$ cat src/rtl/mult8_seq_ctrl.sv
// mult8_seq_ctrl -- unsigned 8x8 -> 16-bit multiply engine built around a
// single 4x4 array multiplier that is time-shared over four nibble products.
//
// Operands are captured on an in_valid/in_ready handshake (IDLE only). The
// four partial products a_lo*b_lo, a_hi*b_lo, a_lo*b_hi and a_hi*b_hi are
// shifted by 0/4/4/8 and summed into a 16-bit accumulator. The result is
// offered on out_valid/out_ready and held until accepted.
//
// Parameters
//   PP_REG    0: accumulate the multiplier output in the same cycle
//             1: register the multiplier output first (one extra DRAIN cycle)
//
// Ports
//   clk        in   1   rising-edge clock
//   rst_n      in   1   asynchronous active-low reset
//   in_valid   in   1   a/b valid
//   in_ready   out  1   ready for operands (IDLE only)
//   a, b       in   8   unsigned operands
//   abort      in   1   synchronous cancel of the operation in flight
//   out_valid  out  1   product valid, held until out_ready
//   out_ready  in   1   downstream accepts product
//   product    out  16  unsigned a*b (meaningful only while out_valid=1)
//   busy       out  1   not in IDLE

module array_mult (
  input  logic [3:0] m,
  input  logic [3:0] q,
  output logic [7:0] p
);
  assign p = {4'b0, m} * {4'b0, q};
endmodule

module mult8_seq_ctrl #(
  parameter int unsigned PP_REG = 0
) (
  input  logic        clk,
  input  logic        rst_n,
  input  logic        in_valid,
  output logic        in_ready,
  input  logic [7:0]  a,
  input  logic [7:0]  b,
  input  logic        abort,
  output logic        out_valid,
  input  logic        out_ready,
  output logic [15:0] product,
  output logic        busy
);

  typedef enum logic [1:0] {IDLE, MUL, DRAIN, DONE} state_t;

  state_t      state, state_nxt;
  logic [1:0]  step;
  logic [7:0]  a_q, b_q;
  logic [15:0] acc;
  logic [3:0]  mul_m, mul_q;
  logic [7:0]  pp, pp_q;
  logic [3:0]  shift, shift_q;
  logic        pp_vld_q;   // pp_q holds a partial product not yet accumulated

  // Nibble selection and weight for the current step
  always_comb begin
    mul_m = a_q[3:0];
    mul_q = b_q[3:0];
    shift = 4'd0;
    case (step)
      2'd0: begin mul_m = a_q[3:0]; mul_q = b_q[3:0]; shift = 4'd0; end
      2'd1: begin mul_m = a_q[7:4]; mul_q = b_q[3:0]; shift = 4'd4; end
      2'd2: begin mul_m = a_q[3:0]; mul_q = b_q[7:4]; shift = 4'd4; end
      default: begin mul_m = a_q[7:4]; mul_q = b_q[7:4]; shift = 4'd8; end
    endcase
  end

  array_mult u_array_mult (
    .m (mul_m),
    .q (mul_q),
    .p (pp)
  );

  // State register
  always_ff @(posedge clk or negedge rst_n) begin
    if (!rst_n) state <= IDLE;
    else        state <= state_nxt;
  end

  // Next-state logic; abort outranks every other request
  always_comb begin
    state_nxt = state;
    case (state)
      IDLE:  if (!abort && in_valid) state_nxt = MUL;
      MUL: begin
        if (abort)            state_nxt = IDLE;
        else if (step == 2'd3) state_nxt = (PP_REG != 0) ? DRAIN : DONE;
      end
      DRAIN: state_nxt = abort ? IDLE : DONE;
      DONE:  if (abort || out_ready) state_nxt = IDLE;
      default: state_nxt = IDLE;
    endcase
  end

  // Operand capture, step counter and shift-accumulate
  always_ff @(posedge clk or negedge rst_n) begin
    if (!rst_n) begin
      a_q      <= 8'd0;
      b_q      <= 8'd0;
      acc      <= 16'd0;
      step     <= 2'd0;
      pp_q     <= 8'd0;
      shift_q  <= 4'd0;
      pp_vld_q <= 1'b0;
    end else begin
      case (state)
        IDLE: begin
          if (!abort && in_valid) begin
            a_q      <= a;
            b_q      <= b;
            acc      <= 16'd0;
            step     <= 2'd0;
            pp_vld_q <= 1'b0;
          end
        end
        MUL: begin
          if (abort) begin
            acc      <= 16'd0;
            step     <= 2'd0;
            pp_vld_q <= 1'b0;
          end else begin
            step <= step + 2'd1;
            if (PP_REG == 0) begin
              acc <= acc + ({8'd0, pp} << shift);
            end else begin
              // Accumulate last cycle's registered product while loading the next
              pp_q     <= pp;
              shift_q  <= shift;
              pp_vld_q <= 1'b1;
              if (pp_vld_q) acc <= acc + ({8'd0, pp_q} << shift_q);
            end
          end
        end
        DRAIN: begin
          pp_vld_q <= 1'b0;
          step     <= 2'd0;
          if (abort) acc <= 16'd0;
          else       acc <= acc + ({8'd0, pp_q} << shift_q);
        end
        DONE: begin
          if (abort) begin
            acc  <= 16'd0;
            step <= 2'd0;
          end
        end
        default: ;
      endcase
    end
  end

  assign in_ready  = (state == IDLE);
  assign busy      = (state != IDLE);
  assign out_valid = (state == DONE);
  assign product   = acc;

endmodule

$ cat config.mk
export PLATFORM = sky130hd
export DESIGN_NAME = mult8_seq_ctrl
export DESIGN_NICKNAME = d
export VERILOG_FILES = /design/src/rtl/mult8_seq_ctrl.sv
export SDC_FILE = /design/constraint.sdc
export NUM_CORES = 1
export LEC_CHECK = 0
export CAP_MARGIN = 25
export CORE_MARGIN = 2
export CORE_UTILIZATION = 50
export CTS_CLUSTER_SIZE = 12
export DETAILED_ROUTE_END_ITERATION = 16
export GPL_TIMING_DRIVEN = 0
export PLACE_DENSITY = 0.77
export REMOVE_ABC_BUFFERS = 1
export SLEW_MARGIN = 20
export SYNTH_ARGS = -nofsm -noshare
export SYNTH_HDL_FRONTEND = slang
export SYNTH_SLANG_ARGS = --single-unit
$ cat constraint.sdc
create_clock -name clk -period 5.3 [get_ports clk]
set_input_delay 1.325 -clock clk [delete_from_list [all_inputs] [get_ports clk]]
set_output_delay 1.325 -clock clk [all_outputs]
set_load 0.1 [all_outputs]
==> run summary <==
The flow ran to the end, but the final reports show violations. The checks that failed: negative setup slack. The run gives 0.521 ns as the final hold slack.

The netlist uses 51 different library cells. The family of cells with the greatest summed delay on the critical path was adder cells. Number of antenna violations at the first check in global routing: 0.

The worst setup path is launched from a register. The post-synthesis cell count came out at 291. For the worst clock skew, the log shows 0.00479 ns.

The share of final-layout standard cells stronger than drive strength 1 is 0.250. Clock tree synthesis found a total of 36 sinks. Most common cell after layout, fill and taps aside: sky130_fd_sc_hd__clkdlybuf4s50_1. The placement-stage worst setup slack is -0.554 ns, and the number of instances on the worst hold path is 1. The area growth from synthesis to layout is 33.3%. The initialized floorplan defines 27 standard-cell rows. The tools report the hold path startpoint as b_q[0]$_DFFE_PN0P_. 40 I/O pins were placed.

Async set-or-reset flop fraction in the synthesized netlist: 1.00. In the layout the commonest cells are 38 x sky130_fd_sc_hd__clkdlybuf4s50_1, 36 x sky130_fd_sc_hd__dfrtp_1, 29 x sky130_fd_sc_hd__ha_1. The maximum fanout encountered on the critical timing path was 4; the path depth of the worst reg2reg path was 24. The final setup slack of the worst path is -0.125 ns, and the actual slew at the worst max-slew pin is 0.978 ns. The delay of the slowest cell on the worst path was 0.60 ns; the required time of the critical path was 5.48 ns. The worst path in the final design needs a cycle of 5.43 ns, including I/O delays and setup. Before antenna repair, the detailed router went through 5 iterations. Setup repair after global routing could not meet its margin everywhere. The first global-routing pass estimated 11.0 mm of wire. Derived from the worst setup path, the maximum achievable clock frequency is 184 MHz. The clock root buffer was sky130_fd_sc_hd__clkbuf_8.

The tools report the max-cap violation count as 0. The tools report the starting density of the core as 0.522. Number of design rule violations left after detail routing: 0. The reg-to-reg endpoint was product[15]$_DFFE_PN0P_. 0 antenna diodes ended up in the layout. The worst setup path is captured at a register. The headroom to the max-slew limit came out at 0.346.

Startpoint of the lowest-slack register-to-register path: step[0]$_DFFE_PN0P_. The net count of the finished layout is 416. The worst hold path terminates at b_q[0]$_DFFE_PN0P_.

In this run the worst setup path begins at step[0]$_DFFE_PN0P_. Global routing finished with a remaining overflow of 0. The tools report the share of the core filled with cells as 0.696. The number of vias per cell is 5.80. The count of final hold-check violations was 0.

The total track usage came out at 0.216. The slack of the worst reg-to-reg path was -0.13 ns. The cell area after technology mapping was 2890 um2. TritonCTS built the clock tree.

The arrival time at the worst endpoint is 5.61 ns, and the floorplan die width is 80.0 um. The final number of max-transition violations was 0. The register clock-pin slew on the reported worst setup and hold paths is 0.08 ns, and the total number of vias is 2483. Count of buffers from port buffering: 39.

The prevailing post-synth register cell is sky130_fd_sc_hd__dfrtp_1. Together, buffers and inverters on the worst path number 5. The core region is 5540 um2.

The post-detailed-placement half-perimeter wirelength came out at 4.57 mm. Setup violations remaining at the end of the flow were counted as 6. The pin count of the biggest net entering global routing came out at 20. Yosys printed 0 warnings. Routability-driven placement finished with a final weighted congestion of 0.870.

The clock passes through at most 2 buffers. The detailed router finished its first iteration with 116 violations. Counting the buffers created by CTS gives 5. The critical path in this run is classified as reg2reg.

The sequential cell area fraction in the yosys report is 0.312. The worst hold path belongs to the class reg2reg. The die covers 6410 um2. The share of the cycle needed by the critical path after routing is 1.02.

Traced cell by cell, the critical path runs through buf_4 > ha_4 > nor2_4 > mux2i_4 > or2_4 > fa_1 > inv_2 > fa_2 > inv_1 > fa_2 > inv_1 > a21o_1 > a21oi_1 > xnor2_1 > mux2i_1 > nor2_1 > ha_1 > a211o_1 > o211ai_2 > o221ai_2 > a221oi_2 > xor2_1 > buf_4 > o22ai_1. Dividing the detail-routed wire length by the instance count gives 16.4 um. The clock tree synthesis step divided the H-tree into 2 levels. The die span in y works out to 80.0 um. The slowest stage of the critical path belongs to the cell sky130_fd_sc_hd__fa_2. For this block, the routed nets add up to 7.03 mm of wire.

The flop and latch count out of synthesis came out at 36. The tools report the number of antenna-violating nets in the routed design as 0. The number of global-route vias before repair was 2411; the cell depth of the worst setup path was 24. For the worst-skew pair, the clock arrives at the later sink with an insertion delay of 0.30 ns. In this run, synthesis inferred 0 flip-flops with an integrated enable. The mean instance size in the synthesized netlist was 9.94 um2.
routing by layer:
layer  track usage  routed length [um]
met4        0.0508                 121
met5             0                   0
met1         0.294                3070
met3        0.0305                 276
met2         0.365                3560
cells by family (layout without fill, tap and decap cells):
logic type | Yosys count | in the layout | share of synthesized area
AND/OR/NAND/NOR | 69 | 69 | 0.120
adder cells (fa/ha/maj) | 40 | 40 | 0.186
flip-flops | 36 | 36 | 0.312
multiplexers | 26 | 26 | 0.0974
XOR/XNOR | 16 | 16 | 0.0485
buffers and inverters | 24 | 89 | 0.0316
AO/OA/AOI/OAI | 80 | 80 | 0.205
registers in the layout, indices dropped and copies added, names as in the netlist:
signal,count
step,2
a_q,8
state,2
b_q,8
product,16
worst register-to-register path, cell delays in order (launching register included):
cell	delay [ns]
sky130_fd_sc_hd__dfrtp_1	0.40
sky130_fd_sc_hd__buf_4	0.16
sky130_fd_sc_hd__ha_4	0.16
sky130_fd_sc_hd__nor2_4	0.23
sky130_fd_sc_hd__mux2i_4	0.11
sky130_fd_sc_hd__or2_4	0.27
sky130_fd_sc_hd__fa_1	0.55
sky130_fd_sc_hd__inv_2	0.04
sky130_fd_sc_hd__fa_2	0.60
sky130_fd_sc_hd__inv_1	0.07
sky130_fd_sc_hd__fa_2	0.37
sky130_fd_sc_hd__inv_1	0.10
sky130_fd_sc_hd__a21o_1	0.15
sky130_fd_sc_hd__a21oi_1	0.08
sky130_fd_sc_hd__xnor2_1	0.15
sky130_fd_sc_hd__mux2i_1	0.22
sky130_fd_sc_hd__nor2_1	0.08
sky130_fd_sc_hd__ha_1	0.32
sky130_fd_sc_hd__a211o_1	0.29
sky130_fd_sc_hd__o211ai_2	0.13
sky130_fd_sc_hd__o221ai_2	0.13
sky130_fd_sc_hd__a221oi_2	0.30
sky130_fd_sc_hd__xor2_1	0.21
sky130_fd_sc_hd__buf_4	0.13
sky130_fd_sc_hd__o22ai_1	0.07
cells in the mapped netlist (all sizes together) (5+ instances only):
cell type  count  area share
a21o          10       0.026
a21oi         17       0.031
a22o          13       0.039
dfrtp         36        0.31
fa             5       0.035
ha            35        0.15
inv           18       0.023
mux2          17       0.066
mux2i          9       0.031
nand2         12       0.016
nor2          26       0.034
nor2b          6       0.013
o21ai         15       0.026
o22ai          6       0.013
xnor2          6       0.018
xor2          10       0.030
through the flow:
step           cells  instance area [um2]  setup TNS [ns]
2_1_floorplan    285                 2870        -0.00701
3_3_place_gp     396                 3350           -2.28
3_5_place_dp     397                 3370           -2.74
4_1_cts          417                 3700               0
5_1_grt          428                 3850           -1.51
6_report         428                 3850          -0.404
timing repair:
| action | CTS | global route |
|---|---|---|
| buffers inserted | 12 | 11 |
| endpoints found under the setup margin | 9 | 6 |
| resized for setup | 26 | 17 |
| hold endpoints to repair | 0 | 0 |
| hold buffers | 0 | 0 |
| pin swaps | 14 | 29 |
cell type report:
type                       count  area (um2)
clock buffer                   6        72.6
clock inverter                 2        35.0
fill                         407        1690
inverter                      18        67.6
multi-input combinational    231        2090
sequential                    36         901
tap                           72        90.1
timing repair buffer          63         602
worst max path at each step:
stage / to
after global routing: product[14]$_DFFE_PN0P_
after floorplan: product[12]$_DFFE_PN0P_
after global placement: product[12]$_DFFE_PN0P_
final: product[15]$_DFFE_PN0P_
after CTS: product[12]$_DFFE_PN0P_
after detailed placement: product[12]$_DFFE_PN0P_
Power is not shown: default switching activity piles up to over one toggle a cycle in this logic, so the estimate is an artifact.
